--- config.mk ---
export PLATFORM = sky130hd
export DESIGN_NAME = slot_io_responder
export DESIGN_NICKNAME = d
export VERILOG_FILES = /design/src/rtl/slot_io_responder.sv
export SDC_FILE = /design/constraint.sdc
export NUM_CORES = 1
export LEC_CHECK = 0
export CAP_MARGIN = 20
export CORE_ASPECT_RATIO = 0.9
export CORE_MARGIN = 1.5
export CORE_UTILIZATION = 47
export DETAILED_ROUTE_END_ITERATION = 7
export PLACE_DENSITY_LB_ADDON = 0.25
export SLEW_MARGIN = 40
export SYNTH_ARGS = -nofsm -noshare
export SYNTH_HDL_FRONTEND = slang
export SYNTH_SLANG_ARGS = --single-unit
--- constraint.sdc ---
create_clock -name clk -period 3.1 [get_ports clk]
set_input_delay 0.93 -clock clk [delete_from_list [all_inputs] [get_ports clk]]
set_output_delay 0.93 -clock clk [all_outputs]
set_load 0.1 [all_outputs]
--- src/rtl/slot_io_responder.sv ---
// Dock slot I/O responder: synchronizes async bus strobes and hands each transfer to a local register port.
// Optional local-ack timeout is built only when SLOT_RESP_TIMEOUT_EN is defined.
//
// state    | meaning
// ---------+---------------------------------------------------------------
// S_IDLE   | no transfer; waiting for cs_s with a single strobe
// S_SETUP  | address/data captured; wait states counting down
// S_ACCESS | reg_req asserted until reg_ack (or timeout); error passes through
// S_DONE   | dev_ready_n low until the dock drops cs
module slot_io_responder #(
   parameter int ADDR_W         = 4,
   parameter int WAIT_CYCLES    = 2,
   parameter int TIMEOUT_CYCLES = 64
) (
   input  logic              clk,
   input  logic              rst,
   input  logic              cs,
   input  logic              rd_n,
   input  logic              wr_n,
   input  logic [ADDR_W-1:0] addr,
   input  logic [7:0]        wdata,
   output logic [7:0]        rdata,
   output logic              rdata_oe,
   output logic              dev_ready_n,
   output logic              reg_req,
   output logic              reg_we,
   output logic [ADDR_W-1:0] reg_addr,
   output logic [7:0]        reg_wdata,
   input  logic [7:0]        reg_rdata,
   input  logic              reg_ack,
   output logic              timeout_flag
);

   localparam logic [1:0] S_IDLE   = 2'd0;
   localparam logic [1:0] S_SETUP  = 2'd1;
   localparam logic [1:0] S_ACCESS = 2'd2;
   localparam logic [1:0] S_DONE   = 2'd3;

   localparam int WCNT_W = (WAIT_CYCLES > 0) ? $clog2(WAIT_CYCLES + 1) : 1;
   localparam logic [WCNT_W-1:0] WAIT_LOAD = WCNT_W'(WAIT_CYCLES);

   if (WAIT_CYCLES < 0 || TIMEOUT_CYCLES < 1) begin : g_param_check
      $error("slot_io_responder: WAIT_CYCLES must be >= 0 and TIMEOUT_CYCLES >= 1");
   end

   logic [1:0]        cs_sync;
   logic [1:0]        rd_sync;
   logic [1:0]        wr_sync;
   logic              cs_s;
   logic              rd_s;
   logic              wr_s;

   logic [1:0]        state;
   logic [1:0]        state_nxt;
   logic [WCNT_W-1:0] wait_cnt;
   logic              err;
   logic              start;
   logic              ack_take;
   logic              tmo_hit;
   logic              tmo_expired;

   // Strobes are active-low on the bus; carried active-true from the first flop on
   always_ff @(posedge clk) begin
      if (rst) begin
         cs_sync <= 2'b00;
         rd_sync <= 2'b00;
         wr_sync <= 2'b00;
      end else begin
         cs_sync <= {cs_sync[0], cs};
         rd_sync <= {rd_sync[0], ~rd_n};
         wr_sync <= {wr_sync[0], ~wr_n};
      end
   end

   assign cs_s = cs_sync[1];
   assign rd_s = rd_sync[1];
   assign wr_s = wr_sync[1];

   always_comb begin
      state_nxt = state;
      start     = 1'b0;
      ack_take  = 1'b0;
      tmo_hit   = 1'b0;
      case (state)
         S_IDLE: begin
            if (cs_s && (rd_s || wr_s)) begin
               state_nxt = S_SETUP;
               start     = 1'b1;
            end
         end
         S_SETUP: begin
            if (!cs_s) begin
               state_nxt = S_IDLE;
            end else if (wait_cnt == '0) begin
               state_nxt = S_ACCESS;
            end
         end
         S_ACCESS: begin
            // Dock abort wins over a same-cycle acknowledge
            if (!cs_s) begin
               state_nxt = S_IDLE;
            end else if (err) begin
               state_nxt = S_DONE;
            end else if (reg_ack) begin
               state_nxt = S_DONE;
               ack_take  = 1'b1;
            end else if (tmo_expired) begin
               state_nxt = S_DONE;
               tmo_hit   = 1'b1;
            end
         end
         S_DONE: begin
            if (!cs_s) begin
               state_nxt = S_IDLE;
            end
         end
         default: state_nxt = S_IDLE;
      endcase
   end

   always_ff @(posedge clk) begin
      if (rst) begin
         state       <= S_IDLE;
         wait_cnt    <= '0;
         err         <= 1'b0;
         reg_we      <= 1'b0;
         reg_addr    <= '0;
         reg_wdata   <= 8'h00;
         reg_req     <= 1'b0;
         rdata       <= 8'h00;
         rdata_oe    <= 1'b0;
         dev_ready_n <= 1'b1;
      end else begin
         state <= state_nxt;

         if (start) begin
            err       <= rd_s & wr_s;
            reg_we    <= wr_s & ~rd_s;
            reg_addr  <= addr;
            reg_wdata <= wdata;
            wait_cnt  <= WAIT_LOAD;
         end else if (state == S_SETUP && wait_cnt != '0) begin
            wait_cnt <= wait_cnt - 1'b1;
         end

         // err is already settled whenever ACCESS is entered, so no request leaks on an error
         reg_req <= (state_nxt == S_ACCESS) && !err;

         if (ack_take && !reg_we) begin
            rdata <= reg_rdata;
         end else if (state == S_ACCESS && state_nxt == S_DONE &&
                      (err || (tmo_hit && !reg_we))) begin
            rdata <= 8'hFF;
         end

         rdata_oe    <= (state_nxt == S_DONE) && !err && !reg_we;
         dev_ready_n <= (state_nxt != S_DONE);
      end
   end

`ifdef SLOT_RESP_TIMEOUT_EN
   localparam int TCNT_W = $clog2(TIMEOUT_CYCLES + 1);
   localparam logic [TCNT_W-1:0] TMO_LOAD = TCNT_W'(TIMEOUT_CYCLES - 1);

   logic [TCNT_W-1:0] tmo_cnt;
   logic              tmo_flag_q;

   always_ff @(posedge clk) begin
      if (rst) begin
         tmo_cnt    <= '0;
         tmo_flag_q <= 1'b0;
      end else begin
         if (state != S_ACCESS && state_nxt == S_ACCESS) begin
            tmo_cnt <= TMO_LOAD;
         end else if (state == S_ACCESS && tmo_cnt != '0) begin
            tmo_cnt <= tmo_cnt - 1'b1;
         end
         if (tmo_hit) begin
            tmo_flag_q <= 1'b1;
         end
      end
   end

   assign tmo_expired  = (tmo_cnt == '0);
   assign timeout_flag = tmo_flag_q;
`else
   assign tmo_expired  = 1'b0;
   assign timeout_flag = 1'b0;
`endif

endmodule

# Yosys cells after proc, flatten, opt, wreduce, memory -nomap -nowiden
# Cells that the tools add are included.
[classes] add_sub_neg=1 n_mul=0 div=0 order_cmp=0 eq_ne=6 shifts=0 muxes=18 bitwise=5 n_reduce_logical=17
[op_table] op="2-bit 2-to-1 mux" n=9
[op_table] op="8-bit 2-to-1 mux" n=2
[op_table] op="2-bit equality test, second input constant" n=4
[op_table] op="1-bit logical AND" n=8
[op_table] op="2-bit one-hot mux with 4 select lines" n=1
[op_table] op="1-bit 2-to-1 mux" n=6
[op_table] op="2-bit nonzero test" n=3
[op_table] op="2-bit zero test" n=2
[op_table] op="1-bit NOT" n=3
[op_table] op="1-bit AND" n=2
[op_table] op="2-bit by 1-bit equality test with 1-bit output, second input constant" n=1
[op_table] op="1-bit zero test" n=2
[op_table] op="2-bit inequality test, second input constant" n=1
[op_table] op="2-bit OR reduction" n=1
[op_table] op="2-bit by 1-bit subtractor with 2-bit output, second input constant" n=1
[op_table] op="1-bit logical OR" n=1
[word_totals] reg_bits=35 latchBits=0 ram_bits=0 romBits=0 input_bits=26 out_inout_bits=25 word_cells=61 mem_count=0

# Longest topological paths before layout
# Gate-level depths: netlist of run 1.
[logic_depth] ltp_word=9 depth_mapped=5 mapped_depth_nobuf=5

# Least setup slack after synthesis of run 1
# OpenSTA, ideal clock, no wires.
[synth_path] kind="register -> output" startpoint="register reg_we" endpoint="output reg_we" t_arrival_ns=0.946 required_ns=2.170 setup_slack_ns=1.224 stages_incl_launch_ff=1 n_path_buf=0 cell_sequence="dfxtp_1"
[synth_lines] element="start, declared" line="26" source="output logic reg_we,"
[synth_lines] element="start signal, assigned" line="138" source="reg_we <= wr_s & ~rd_s;"
# No word-level cell between the ends.

# Worst setup path after layout of run 1
[layout_path] startpoint="input reg_ack" endpoint="register rdata[6]"
[layout_between] elab_chain_len=8 word_cells_on_any_way=14 classes_between="1 x eq/ne; 9 x mux; 4 x reduce/logical"
[layout_rtl] element="start, declared" line="30" source="input logic reg_ack,"
[layout_rtl] element="2-bit 2-to-1 mux" line="104" source="end else if (reg_ack) begin"
[layout_rtl] element="2-bit 2-to-1 mux" line="102" source="end else if (err) begin"
[layout_rtl] element="2-bit 2-to-1 mux" line="100" source="if (!cs_s) begin"
[layout_rtl] element="2-bit one-hot mux with 4 select lines" line="84" source="case (state)"
[layout_rtl] element="2-bit equality test" line="151" source="end else if (state == S_ACCESS && state_nxt == S_DONE &&"
[layout_rtl] element="1-bit logical AND (2 in a row)" line="151"
[layout_rtl] element="2-bit nonzero test (no line)"
[layout_rtl] element="end signal, assigned" line="150" source="rdata <= reg_rdata;"
[layout_rtl] element="end, declared" line="22" source="output logic [7:0] rdata,"
# Parallel ways exist; a longest one is shown, timed or not.
# A chain may end at the register's enable or synchronous reset.

==> results.py, run 1 <==
metrics = {
    "clock_tree": {
        "path_clk_slew_ps": 120,
        "clockBufferDepth": 2,
        "hold_buffers": 0,
        "postCtsSetupRepairBufs": 0,
        "clkLatencyLatePin_ps": 350,
        "cts_resized": 0,
        "numCtsBuffers": 5,
        "cts_root_buffer": "clkbuf_4",
        "cts.sinks": 35,
        "cts_tree": "yes",
        "h-tree-depth": 2,
    },
    "flow_run": {
        "max_cap_viol_count": 0,
    },
    "sta": {
        "finalSetupTns_ps": 0,
        "worstMarginPinSlew_ps": 563.0,
        "worst_clock_skew_ps": 8.061,
        "layout_min_cycle_time_ps": 2013,
        "maxSlewViolCount": 0,
        "slew_headroom_pct": 62.44,
        "setup_violations": 0,
        "fin_crit_sh_pct": 64.94,
        "final_hold_viol_count": 0,
        "grt_setup_unrepaired": "no",
        "fmax_mhz": 496.7,
        "whs_ps": 459.7,
    },
    "status": {
        "outcome": "complete, no violations",
    },
    "finish": {
        "area_growth_pct": 32.61,
        "fill_cells": 235,
        "num_antenna_cells": 0,
        "layout.nets": 224,
        "layout_common_cells": "35 x dfxtp_1, 25 x clkdlybuf4s50_1, 25 x buf_4",
        "drive_gt1_share_pct": 20.20,
        "layout_commonest_cell": "dfxtp_1",
    },
    "routing": {
        "final_antenna_net_count": 0,
        "finalWirelength_um": 3331,
        "via_count": 1275,
        "drc": 0,
        "drt_first_pass_iters": 4,
        "vias_per_cell": 5.357,
        "wl_per_cell_um": 14.00,
        "drt_iter0_drc": 23,
    },
    "pwr": {
        "power_leakage_uw": 0.0007095,
        "power_density_nw_per_um2": 426.3,
        "vdd_ir_drop_max_v": 0.0003610,
    },
    "floorplanning": {
        "core_area_um2": 2815,
        "die_h_um": 55.42,
        "row_count": 18,
        "start_util_pct": 50.98,
        "io_pins": 51,
        "die_area_um2": 3394,
        "fp.dieW_um": 61.25,
    },
    "setup_path": {
        "path_cells": "clkdlybuf4s50_1, nor2b_1, o21bai_4, a211oi_1",
        "cp.arrival_ps": 2270,
        "slowest_stage": "clkdlybuf4s50_1",
        "crit_type": "primary input to flop",
        "crit_path_end_kind": "flop",
        "max_stage_delay_ps": 650,
        "crit_fanout": 11,
        "r2r_slack_ps": 1640,
        "cp.required_ps": 3350,
        "cp-start-kind": "primary input",
    },
    "placement": {
        "numPortBuffers": 49,
        "hpwl_um": 2354,
        "place_congestion": 0.7432,
    },
    "grt": {
        "grt_start_max_net_pins": 25,
        "first_global_vias": 1203,
        "gr-total-overflow": 0,
        "global_route.usage.total_pct": 20.74,
        "antenna_found_initial": 0,
        "grt_pass1_wl_um": 5347,
    },
    "synth": {
        "synth-simple-area-share_pct": 19.62,
        "synth_area_leader_cell": "dfxtp_1",
        "synthMuxAreaShare_pct": 0.6975,
        "synth.avg_cell_area_um2": 9.442,
        "synth_area_leaders": "dfxtp_1 49%, a21oi_1 5.6%, o21ai_0 5.2%, nor4b_1 4.9%, nand3_1 4.2%",
        "synthAdderAreaFrac_pct": 0.8718,
        "netlist_area_um2": 1435,
        "synth_warnings": 0,
        "synth_cell_type_count": 32,
        "yosysSeqAreaShare_pct": 48.82,
        "syn_inst": 152,
        "synth_fp_nets": 179,
        "synth-seq-cells": 35,
        "synth_top_family_by_area": "compound AO/OA/AOI/OAI gates",
        "yosysTopAreaCellShare_pct": 48.82,
        "synth_compound_area_share_pct": 20.58,
        "synth_xor_area_share_pct": 0.6103,
    },
    "hold_path": {
        "hold_class": "flop to flop",
    },
}
state kept, by name, summed over array words and instances (netlist names), 2 cells and up:
name / count
cs_sync: 2
rd_sync: 2
rdata: 8
reg_addr: 4
reg_wdata: 8
state: 2
wait_cnt: 2
wr_sync: 2
worst paths after layout:
check | startpoint | end | cells after the start
setup / recovery | reg_ack | rdata[6] | 4
hold / removal | rd_sync[0] | rd_sync[1] | 1
setup reg to reg | state[0] | wait_cnt[1] | 3
hold reg to reg | rd_sync[0] | rd_sync[1] | 1
worst max-delay path, delay by kind of cell:
| kind | cells | cell delay (ps) |
|---|---|---|
| AND/OR/NAND/NOR | 1 | 260 |
| AO/OA/AOI/OAI | 2 | 430 |
| buffers and inverters | 1 | 650 |
through the flow:
| step | setup WS (ps) | std cells | total power (uW) | cell area [um2] | util (%) |
|---|---|---|---|---|---|
| after global placement | 875.9 | 230 | 556.7 | 1842 | 65.42 |
| after floorplan | 1224 | 152 | 520.7 | 1435 | - |
| final | 1087 | 238 | 811.3 | 1903 | 67.60 |
| after CTS | 1090 | 238 | 814.8 | 1903 | 67.60 |
| after detailed placement | 736.9 | 230 | 558.7 | 1842 | 65.42 |
| after global routing | 1028 | 238 | 837.4 | 1903 | 67.60 |
cells by family (layout without fill, tap and decap cells):
logic type | count (synthesis) | count (layout)
XOR/XNOR | 1 | 1
AO/OA/AOI/OAI | 47 | 47
other | 1 | 1
flip-flops | 35 | 35
adder cells (fa/ha/maj) | 1 | 1
AND/OR/NAND/NOR | 43 | 43
buffers and inverters | 23 | 69
multiplexers | 1 | 1
area by class of cell:
type | instances | area (um2) | area share [%]
well taps | 40 | 50.05 | 2.630
inverters | 11 | 41.29 | 2.170
flip-flops and latches | 35 | 700.7 | 36.82
clock inverters | 3 | 23.77 | 1.249
clock buffers | 5 | 37.54 | 1.972
multi-input cells | 94 | 611.8 | 32.15
repair buffers | 50 | 437.9 | 23.01
synthesized netlist by cell type:
master and instances:
dfxtp_1 35, a21oi_1 16, o21ai_0 15, nand3_1 12
inv_1 11, a211oi_1 8, nor4b_1 8, nor2_1 6
nor2b_1 5, clkbuf_1 4, buf_4 3, buf_6 3
nor3_1 3, o21ba_2 3, clkbuf_2 2, nand2b_1 2
and2b_1 1, and3b_1 1, conb_1 1, ha_1 1
mux2i_1 1, nand3b_4 1, nand4_1 1, nand4b_1 1
nor3b_2 1, o21a_1 1, o21ai_1 1, o21bai_2 1
o21bai_4 1, o31ai_1 1, or2_1 1, xnor2_1 1
per-layer routing:
metal / global-route usage, % / share of wire, % / wire length [um]
met5: 0 / 0 / 0
met1: 25.96 / 44 / 1464
met2: 33.43 / 48 / 1615
met4: 6.522 / 1.6 / 53
met3: 6.323 / 5.9 / 198
where the power goes:
group          switching, uW  leakage, uW  internal (uW)
Combinational           49.7     0.000398           39.9
Clock                    171    0.0000278           90.7
Sequential              3.76     0.000283            456
(Power assumes the default switching activity.)
==> run 2: changes to the inputs <==
CORE_UTILIZATION = 44   (was 47)
clock period = 2.02 ns   (was 3.1 ns; I/O delays follow)
==> run 2 against run 1 <==
Net effect: worst setup slack worse by 640 ps; critical path depth stayed put; global-route usage is 0.18 points lower; clock power is 27% higher; largest power group unchanged.
==> results.py, run 2 (same netlist as run 1, synthesis figures left out) <==
metrics = {
    "setup_path": {
        "cp-start-kind": "primary input",
        "reg2reg_to": "wait_cnt[1]",
        "crit_path_end_kind": "flop",
        "cp.arrival_ps": 1800,
        "cp.required_ps": 2250,
        "max_stage_delay_ps": 540,
        "ff2ff_path_depth": 3,
        "r2r_start": "state[0]",
        "crit_fanout": 8,
        "critical_path.top_delay_family": "buffers and inverters",
        "crit_type": "primary input to flop",
        "slowest_stage": "clkdlybuf4s50_1",
        "critPathBufInv": 1,
        "r2r_slack_ps": 530,
        "path_cells": "clkdlybuf4s50_1, nor2b_1, o21bai_4, a211oi_1",
    },
    "routing": {
        "via_count": 1277,
        "finalWirelength_um": 3358,
        "wl_per_cell_um": 13.99,
        "drt_iter0_drc": 50,
        "drc": 0,
        "vias_per_cell": 5.321,
        "drt_first_pass_iters": 4,
        "final_antenna_net_count": 0,
    },
    "floorplanning": {
        "io_pins": 51,
        "row_count": 19,
        "die_area_um2": 3614,
        "die_h_um": 57.18,
        "start_util_pct": 46.44,
        "core_area_um2": 3090,
        "fp.dieW_um": 63.20,
    },
    "finish": {
        "layout.nets": 226,
        "top_regs": "rdata (8), reg_wdata (8), reg_addr (4)",
        "layout_commonest_cell": "dfxtp_1",
        "num_antenna_cells": 0,
        "area_growth_pct": 53.36,
        "drive_gt1_share_pct": 19.70,
        "layout_common_cells": "35 x dfxtp_1, 25 x clkdlybuf4s50_1, 24 x buf_12",
        "fin_area_um2": 2201,
    },
    "clock_tree": {
        "cts_resized": 0,
        "cts_root_buffer": "clkbuf_4",
        "path_clk_slew_ps": 100,
        "postCtsSetupRepairBufs": 0,
        "clockBufferDepth": 2,
        "cts_tree": "yes",
        "hold_buffers": 0,
        "cts.sinks": 35,
        "clkLatencyLatePin_ps": 320,
        "numCtsBuffers": 5,
        "h-tree-depth": 2,
    },
    "placement": {
        "numPortBuffers": 49,
        "postPlaceCellArea_um2": 2160,
        "hpwl_um": 2440,
        "place_congestion": 0.7439,
        "place_ws_ps": 133.2,
    },
    "grt": {
        "grt_start_max_net_pins": 21,
        "first_global_vias": 1263,
        "global_route.usage.total_pct": 20.56,
        "grt_pass1_wl_um": 5809,
        "antenna_found_initial": 0,
        "gr-total-overflow": 0,
    },
    "flow_run": {
        "max_cap_viol_count": 0,
    },
    "pwr": {
        "pwr-share-seq_pct": 59.4,
        "power_density_nw_per_um2": 541.1,
        "vdd_ir_drop_max_v": 0.0004301,
        "netSwitchingFraction_pct": 24.84,
        "pwr-share-clk_pct": 28.0,
        "power_leakage_uw": 0.0007840,
        "switching_power_uw": 295.8,
        "intPower_uw": 895.0,
        "comb_power_share_pct": 12.6,
    },
    "sta": {
        "setup_violations": 0,
        "maxSlewViolCount": 0,
        "worst_clock_skew_ps": 3.911,
        "slew_headroom_pct": 59.42,
        "fmax_mhz": 637.4,
        "fin_crit_sh_pct": 77.66,
        "layout_setup_ws_ps": 451.2,
        "final_hold_viol_count": 0,
        "finalSetupTns_ps": 0,
        "layout_min_cycle_time_ps": 1569,
        "grt_setup_unrepaired": "no",
        "worstMarginPinSlew_ps": 608.3,
    },
    "hold_path": {
        "hold_class": "flop to flop",
        "min_to": "wr_sync[1]",
        "whs_path_depth": 1,
        "holdCritStartpoint": "wr_sync[0]",
    },
    "status": {
        "outcome": "complete, no violations",
    },
}
## run 2: final cells by class
class                      instances  area (um2)
inverter                          11       41.29
timing repair buffer              52       753.2
tap                               42       52.55
fill                             232       889.6
clock buffer                       6       41.29
multi-input combinational         94       611.8
sequential                        35       700.7
## run 2: power by group through the flow
| stage | Combinational, uW | Clock, uW | Sequential, uW |
|---|---|---|---|
| 6_report | 150 | 334 | 707 |
| 2_1_floorplan | 55.6 | 0 | 743 |
| 5_1_grt | 160 | 373 | 709 |
| 3_3_place_gp | 145 | 0 | 722 |
| 4_1_cts | 150 | 331 | 707 |
| 3_5_place_dp | 149 | 0 | 723 |
## run 2: worst register-to-register path, cell delays in order (launching register included)
cell and delay (ps):
dfxtp_1 510, nand2b_1 470, nor2_1 170, o21ba_2 240
## run 2: how the worst max path moves through the flow
| stage | startpoint | to | slack, ps | depth (start not counted) |
|---|---|---|---|---|
| 2_1_floorplan | reg_we | rdata[2] | 420 | 4 |
| 6_report | reg_ack | rdata[0] | 450 | 4 |
| 3_5_place_dp | reg_ack | rdata[0] | 130 | 4 |
| 4_1_cts | reg_we | reg_we | 440 | 1 |
| 3_3_place_gp | reg_ack | rdata[2] | 220 | 4 |
| 5_1_grt | reg_ack | rdata[0] | 380 | 4 |
## run 2: metrics by stage
stage               util [%]  total power (uW)  hold WS, ps  cells
global placement       69.88             867.6        420.3    234
floorplan                  -             799.1        413.8    152
detailed placement     69.88             872.2        422.6    234
global route           71.21              1241        464.5    240
CTS                    71.21              1188        453.3    240
finish                 71.21              1191        451.4    240
## run 2: layer usage
layer	wire length (um)	vias to the layer above	GRT usage (%)
met2	1668	48	34.50
met3	186	7	5.128
met1	1452	601	26.38
met4	51	0	6.522
li1	-	621	-
met5	0	-	0
